`src/rtl/hazard_controller_if.sv`:
```
// ============================================================================
//  Module   : hazard_controller_if
//  Purpose  : ID-stage/branch inputs and pipeline control outputs exchanged
//             between the MIPS datapath and the hazard controller.
//  Revision : 1.0  initial release
// ============================================================================
`default_nettype none

interface hazard_controller_if #(
    parameter int CNT_W = 16
);
    logic [4:0]       id_rs;
    logic [4:0]       id_rt;
    logic             id_uses_rs;
    logic             id_uses_rt;
    logic [4:0]       id_dest;
    logic             id_reg_write;
    logic             id_mem_read;
    logic             branch_taken_mem;
    logic             pc_write;
    logic             ifid_write;
    logic             idex_bubble;
    logic             flush;
    logic [1:0]       fwd_a;
    logic [1:0]       fwd_b;
    logic             id_bypass_a;
    logic             id_bypass_b;
    logic [CNT_W-1:0] stall_count;
    logic [CNT_W-1:0] flush_count;

    modport master (
        output id_rs, id_rt, id_uses_rs, id_uses_rt, id_dest,
               id_reg_write, id_mem_read, branch_taken_mem,
        input  pc_write, ifid_write, idex_bubble, flush, fwd_a, fwd_b,
               id_bypass_a, id_bypass_b, stall_count, flush_count
    );

    modport slave (
        input  id_rs, id_rt, id_uses_rs, id_uses_rt, id_dest,
               id_reg_write, id_mem_read, branch_taken_mem,
        output pc_write, ifid_write, idex_bubble, flush, fwd_a, fwd_b,
               id_bypass_a, id_bypass_b, stall_count, flush_count
    );
endinterface

`default_nettype wire

```
`src/rtl/hazard_controller.sv`:
```
// ============================================================================
//  Module   : hazard_controller
//  Purpose  : Five-stage MIPS stall/flush/forwarding controller driven from a
//             registered shadow of the EX, MEM and WB instructions.
//  Revision : 1.0  initial release
// ============================================================================
`default_nettype none

module hazard_controller #(
    parameter int CNT_W = 16
) (
    input  wire logic          clk,
    input  wire logic          rst,
    hazard_controller_if.slave hz
);

    typedef struct packed {
        logic       valid;
        logic       reg_write;
        logic       mem_read;
        logic [4:0] dest;
        logic [4:0] rs;
        logic [4:0] rt;
        logic       uses_rs;
        logic       uses_rt;
    } shadow_t;

    localparam logic [CNT_W-1:0] c_cnt_max = {CNT_W{1'b1}};
    localparam logic [1:0]       c_fwd_rf  = 2'b00;
    localparam logic [1:0]       c_fwd_mem = 2'b01;
    localparam logic [1:0]       c_fwd_wb  = 2'b10;

    shadow_t          r_ex;
    shadow_t          r_mem;
    shadow_t          r_wb;
    shadow_t          w_id_entry;
    logic [CNT_W-1:0] r_stall_count;
    logic [CNT_W-1:0] r_flush_count;
    logic             w_load_use;
    logic             w_stall;
    logic             w_flush;
    logic             w_unused;

    // Register 0 is hardwired, so a zero destination never produces a hit.
    function automatic logic f_writes(input shadow_t s, input logic [4:0] src);
        return s.valid && s.reg_write && (s.dest != 5'd0) && (s.dest == src);
    endfunction

    function automatic logic [1:0] f_fwd_sel(input logic uses, input logic [4:0] src,
                                             input shadow_t ex, input shadow_t mem,
                                             input shadow_t wb);
        logic [1:0] sel;
        sel = c_fwd_rf;
        if (ex.valid && uses) begin
            if (f_writes(mem, src))
                sel = c_fwd_mem;
            else if (f_writes(wb, src))
                sel = c_fwd_wb;
        end
        return sel;
    endfunction

    always_comb begin
        w_id_entry           = '0;
        w_id_entry.valid     = 1'b1;
        w_id_entry.reg_write = hz.id_reg_write;
        w_id_entry.mem_read  = hz.id_mem_read;
        w_id_entry.dest      = hz.id_dest;
        w_id_entry.rs        = hz.id_rs;
        w_id_entry.rt        = hz.id_rt;
        w_id_entry.uses_rs   = hz.id_uses_rs;
        w_id_entry.uses_rt   = hz.id_uses_rt;
    end

    assign w_load_use = r_ex.valid && r_ex.mem_read && (r_ex.dest != 5'd0) &&
                        ((hz.id_uses_rs && (hz.id_rs == r_ex.dest)) ||
                         (hz.id_uses_rt && (hz.id_rt == r_ex.dest)));
    assign w_flush    = hz.branch_taken_mem;
    // A taken branch squashes the consumer anyway, so the stall is dropped.
    assign w_stall    = w_load_use && !w_flush;

    assign hz.pc_write    = !w_stall;
    assign hz.ifid_write  = !w_stall;
    assign hz.idex_bubble = w_stall;
    assign hz.flush       = w_flush;
    assign hz.fwd_a       = f_fwd_sel(r_ex.uses_rs, r_ex.rs, r_ex, r_mem, r_wb);
    assign hz.fwd_b       = f_fwd_sel(r_ex.uses_rt, r_ex.rt, r_ex, r_mem, r_wb);
    assign hz.id_bypass_a = hz.id_uses_rs && f_writes(r_wb, hz.id_rs);
    assign hz.id_bypass_b = hz.id_uses_rt && f_writes(r_wb, hz.id_rt);
    assign hz.stall_count = r_stall_count;
    assign hz.flush_count = r_flush_count;

    always_ff @(posedge clk) begin
        if (rst) begin
            r_ex  <= '0;
            r_mem <= '0;
            r_wb  <= '0;
        end else if (w_flush) begin
            r_ex  <= '0;
            r_mem <= '0;
            r_wb  <= r_mem;
        end else if (w_stall) begin
            r_ex  <= '0;
            r_mem <= r_ex;
            r_wb  <= r_mem;
        end else begin
            r_ex  <= w_id_entry;
            r_mem <= r_ex;
            r_wb  <= r_mem;
        end
    end

    always_ff @(posedge clk) begin
        if (rst) begin
            r_stall_count <= '0;
            r_flush_count <= '0;
        end else begin
            if (w_stall && (r_stall_count != c_cnt_max))
                r_stall_count <= r_stall_count + 1'b1;
            if (w_flush && (r_flush_count != c_cnt_max))
                r_flush_count <= r_flush_count + 1'b1;
        end
    end

    // WB only ever supplies a destination; its source fields are dead.
    assign w_unused = ^{r_wb.mem_read, r_wb.rs, r_wb.rt, r_wb.uses_rs, r_wb.uses_rt};

endmodule

`default_nettype wire

```
`src/flat_wrapper.sv`:
```
// flat-port wrapper written by rule: the top's interface ports become plain ports
module hazard_controller_flat 
#(
    parameter int CNT_W = 16
)
  (clk, rst, hz_id_rs, hz_id_rt, hz_id_uses_rs, hz_id_uses_rt, hz_id_dest, hz_id_reg_write, hz_id_mem_read, hz_branch_taken_mem, hz_pc_write, hz_ifid_write, hz_idex_bubble, hz_flush, hz_fwd_a, hz_fwd_b, hz_id_bypass_a, hz_id_bypass_b, hz_stall_count, hz_flush_count);
  hazard_controller_if #(.CNT_W(CNT_W)) hz_i ();
  input  wire logic clk;
  input  wire logic rst;
  input wire logic [$bits(hz_i.id_rs)-1:0] hz_id_rs;
  input wire logic [$bits(hz_i.id_rt)-1:0] hz_id_rt;
  input wire logic [$bits(hz_i.id_uses_rs)-1:0] hz_id_uses_rs;
  input wire logic [$bits(hz_i.id_uses_rt)-1:0] hz_id_uses_rt;
  input wire logic [$bits(hz_i.id_dest)-1:0] hz_id_dest;
  input wire logic [$bits(hz_i.id_reg_write)-1:0] hz_id_reg_write;
  input wire logic [$bits(hz_i.id_mem_read)-1:0] hz_id_mem_read;
  input wire logic [$bits(hz_i.branch_taken_mem)-1:0] hz_branch_taken_mem;
  output wire logic [$bits(hz_i.pc_write)-1:0] hz_pc_write;
  output wire logic [$bits(hz_i.ifid_write)-1:0] hz_ifid_write;
  output wire logic [$bits(hz_i.idex_bubble)-1:0] hz_idex_bubble;
  output wire logic [$bits(hz_i.flush)-1:0] hz_flush;
  output wire logic [$bits(hz_i.fwd_a)-1:0] hz_fwd_a;
  output wire logic [$bits(hz_i.fwd_b)-1:0] hz_fwd_b;
  output wire logic [$bits(hz_i.id_bypass_a)-1:0] hz_id_bypass_a;
  output wire logic [$bits(hz_i.id_bypass_b)-1:0] hz_id_bypass_b;
  output wire logic [$bits(hz_i.stall_count)-1:0] hz_stall_count;
  output wire logic [$bits(hz_i.flush_count)-1:0] hz_flush_count;
  assign hz_i.id_rs = hz_id_rs;
  assign hz_i.id_rt = hz_id_rt;
  assign hz_i.id_uses_rs = hz_id_uses_rs;
  assign hz_i.id_uses_rt = hz_id_uses_rt;
  assign hz_i.id_dest = hz_id_dest;
  assign hz_i.id_reg_write = hz_id_reg_write;
  assign hz_i.id_mem_read = hz_id_mem_read;
  assign hz_i.branch_taken_mem = hz_branch_taken_mem;
  assign hz_pc_write = hz_i.pc_write;
  assign hz_ifid_write = hz_i.ifid_write;
  assign hz_idex_bubble = hz_i.idex_bubble;
  assign hz_flush = hz_i.flush;
  assign hz_fwd_a = hz_i.fwd_a;
  assign hz_fwd_b = hz_i.fwd_b;
  assign hz_id_bypass_a = hz_i.id_bypass_a;
  assign hz_id_bypass_b = hz_i.id_bypass_b;
  assign hz_stall_count = hz_i.stall_count;
  assign hz_flush_count = hz_i.flush_count;
  hazard_controller #(.CNT_W(CNT_W)) u_core (.clk(clk), .rst(rst), .hz(hz_i));
endmodule
```
`config.mk`:
```
export PLATFORM = sky130hd
export DESIGN_NAME = hazard_controller_flat
export DESIGN_NICKNAME = d
export VERILOG_FILES = /design/src/rtl/hazard_controller_if.sv /design/src/rtl/hazard_controller.sv /design/src/flat_wrapper.sv
export SDC_FILE = /design/constraint.sdc
export NUM_CORES = 1
export LEC_CHECK = 0
export CAP_MARGIN = 20
export CELL_PAD_IN_SITES_DETAIL_PLACEMENT = 0
export CELL_PAD_IN_SITES_GLOBAL_PLACEMENT = 1
export CORE_MARGIN = 1.5
export CORE_UTILIZATION = 41
export DETAILED_ROUTE_END_ITERATION = 6
export HOLD_SLACK_MARGIN = 0.03
export PLACE_DENSITY_LB_ADDON = 0.1
export SETUP_SLACK_MARGIN = 0.5
export SYNTH_ARGS = -nofsm -noshare
export SYNTH_HDL_FRONTEND = slang
export SYNTH_SLANG_ARGS = --single-unit
```
`constraint.sdc`:
```
create_clock -name clk -period 4.83 [get_ports clk]
set_input_delay 0.483 -clock clk [delete_from_list [all_inputs] [get_ports clk]]
set_output_delay 0.483 -clock clk [all_outputs]
set_load 0.005 [all_outputs]
```
==> results_dict.tcl <==
set metrics [dict create \
    p_total_mw 1.14 \
    synth_fp_nets 345 \
    synthMostInstantiatedCell "dfxtp_1" \
    htree_levels 3 \
    slew_headroom 0.659 \
    hold_path.startpoint "u_core.r_ex[18]" \
    hold_buffers 0 \
    grt_pass1_wl_mm 11.2 \
    syn_inst 321 \
    fin_crit_ps 2960 \
    required_ps 4350 \
    clockRootBuffer "clkbuf_8" \
    p_seq_frac 0.497 \
    stdcell_area_sq_um 3910 \
    max-vdd-ir-drop_mv 0.153 \
    clk_pin_slew_ps 70 \
    cts_buffers 9 \
    gp_congestion 0.811 \
    grt_setup_unrepaired "false" \
    ys_types 43 \
    met3_usage 0.0662 \
    worstSetupPathType "input pin to output port" \
    cts_setup_buffers 0 \
    synth_area_sq_um 3000 \
    fin_hold_ws_ps 443 \
    cts_tree "built" \
    final_nets 405 \
    port_buffers 63 \
    placed_cell_area_sq_um 3690 \
    via_per_inst 4.97 \
    fmax_mhz 337 \
    startpoint "hz_id_rs[0]" \
    core_sq_um 6940 \
    fin_crit_sh 0.613 \
    power_density_nw_per_um2 291 \
    synth_top_flop_cell "dfxtp_1" \
    startpoint_type "input pin" \
    skew_ps 10.5 \
    hold_viol_final 0 \
    drt_first_pass_iters 4 \
    power_switching_mw 0.248 \
    combinationalPowerShare 0.065 \
    rr_worst_depth 6 \
    synth-async-reset-ratio 0 \
    status "finished clean" \
    start_util 0.432 \
    vias 2397 \
    yosys_warnings 0 \
    cap_violations 0 \
    cp.arrival_ps 2480 \
    final_antenna_net_count 0 \
    fin_tns_setup_ps 0 \
    synth_edf_count 0 \
    critPathCaptureType "output port" \
    worstHoldPathType "register to register" \
    p_int_mw 0.891 \
    wl_mm 6.86 \
    dp_hpwl_mm 5.02 \
    clkPwrFrac 0.438 \
    p_sw_frac 0.218 \
    antenna_found_initial 0 \
    met1_usage 0.261 \
    seq_area_frac_synth 0.441 \
    clock_sinks 66 \
    clk_path_buf_depth 2 \
    tightest_slew_ps 504 \
    yosysTopAreaCell "dfxtp_1" \
    drt_iter0_drc 102 \
    num_rows 30 \
    leakage_nw 1.42 \
    dieHeight_um 88.5 \
    finish.utilization 0.563 \
    netlist_top_cells_area "dfxtp_1 (44%), xnor2_1 (9.4%), xor2_1 (7.3%), and2_1 (5.6%), nand4_1 (3.3%)" \
    syn_area_per_cell_sq_um 9.34 \
    ioPinCount 64 \
    syn_to_final_growth_pct 30.5 \
    grt_usage 0.192 \
    reg2reg_from "u_core.r_ex[13]" \
    post_cts_resized 0 \
    ys_seq_elements 66 \
    routedWlPerCell_um 14.2 \
    slew_viol_final 0 \
    grt_max_degree 32 \
    fill_cells 662 \
    top_usage_layer "met2" \
    hold_end "u_core.r_mem[18]" \
    diodes 0 \
    gr-total-overflow 0 \
    clock_latency_ps 330 \
    met2_usage 0.291 \
    grt_pass1_vias 2289 \
    worstPathMaxFanout 8 \
    min_path_cells 1 \
    drc_errors 0 \
    synth_top_area_share 0.441 \
    dieArea_sq_um 7830 \
    r2r_end "u_core.hz.stall_count[13]" \
    setup_viol 0 \
    drive_gt1_frac 0.0648 \
    die_x_um 88.5 \
    synthTopCellsByCount "dfxtp_1 (66), xnor2_1 (32), and2_1 (27)" \
    r2r_slack_ps 2770 \
]
==> area by class of cell <==
cell class / count / area (sq um) / area share
Multi-Input combinational cell: 237 / 1590 / 0.407
Sequential cell: 66 / 1320 / 0.338
Clock inverter: 3 / 45.0 / 0.0115
Clock buffer: 13 / 179 / 0.0458
Tap cell: 96 / 120 / 0.0307
Timing Repair Buffer: 65 / 646 / 0.165
Inverter: 2 / 7.51 / 0.00192
==> metrics by stage <==
stage	setup slack [ps]	instances
after floorplan	2760	321
after detailed placement	1850	466
final	1870	482
after global placement	1870	466
after CTS	1850	482
after global routing	1770	482
==> critical path, cell delays in order <==
cell and delay (ps):
clkdlybuf4s50_1 530, xnor2_1 140, nand4_1 180, o22ai_4 340, and2_1 280, clkdlybuf4s50_1 530
==> per-layer routing <==
layer  up-vias  routed length (um)
met4         0                  40
li1       1222                   -
met2        51                3040
met1      1122                3420
met3         2                 359
met5         -                   0
==> worst max-delay path by stage <==
stage	to	slack [ps]	cells after the start
after CTS	hz_idex_bubble	1850	6
after global routing	hz_idex_bubble	1770	6
after floorplan	hz_pc_write	2760	7
after detailed placement	hz_idex_bubble	1850	6
final	hz_idex_bubble	1870	6
after global placement	hz_idex_bubble	1870	6
==> power by group through the flow <==
stage          clock network, mW  logic [mW]  registers, mW
5_1_grt                    0.545      0.0817          0.568
3_5_place_dp                   0      0.0746          0.579
2_1_floorplan                  0      0.0416          0.575
6_report                   0.499      0.0740          0.566
4_1_cts                    0.515      0.0749          0.566
3_3_place_gp                   0      0.0738          0.579
==> registers in the layout (all words and copies together), names as in the netlist <==
signal                 cells
u_core.hz.flush_count     16
u_core.hz.stall_count     16
u_core.r_ex               20
u_core.r_wb                7
u_core.r_mem               7
==> logic make-up after synthesis <==
kind of cell / share of synthesized area
AND/OR/NAND/NOR: 0.273
adder cells (fa/ha/maj): 0.00835
AO/OA/AOI/OAI: 0.0697
XOR/XNOR: 0.167
flip-flops: 0.441
buffers and inverters: 0.0280
multiplexers: 0.0138
==> cells in the final DEF (no fill, tap or decap), types with 3 or more instances in the layout <==
cell type,instances
a21oi_1,8
and2_1,27
and3_1,6
clkbuf_8,13
clkdlybuf4s50_1,63
dfxtp_1,66
mux2i_1,3
nand2_1,16
nand3_1,13
nand4_1,16
nor2_1,25
nor2b_1,11
nor3_1,7
nor4_1,5
o21ai_0,5
or3_1,7
or4_1,4
xnor2_1,32
xor2_1,25
Power figures use the tool's default switching activity.
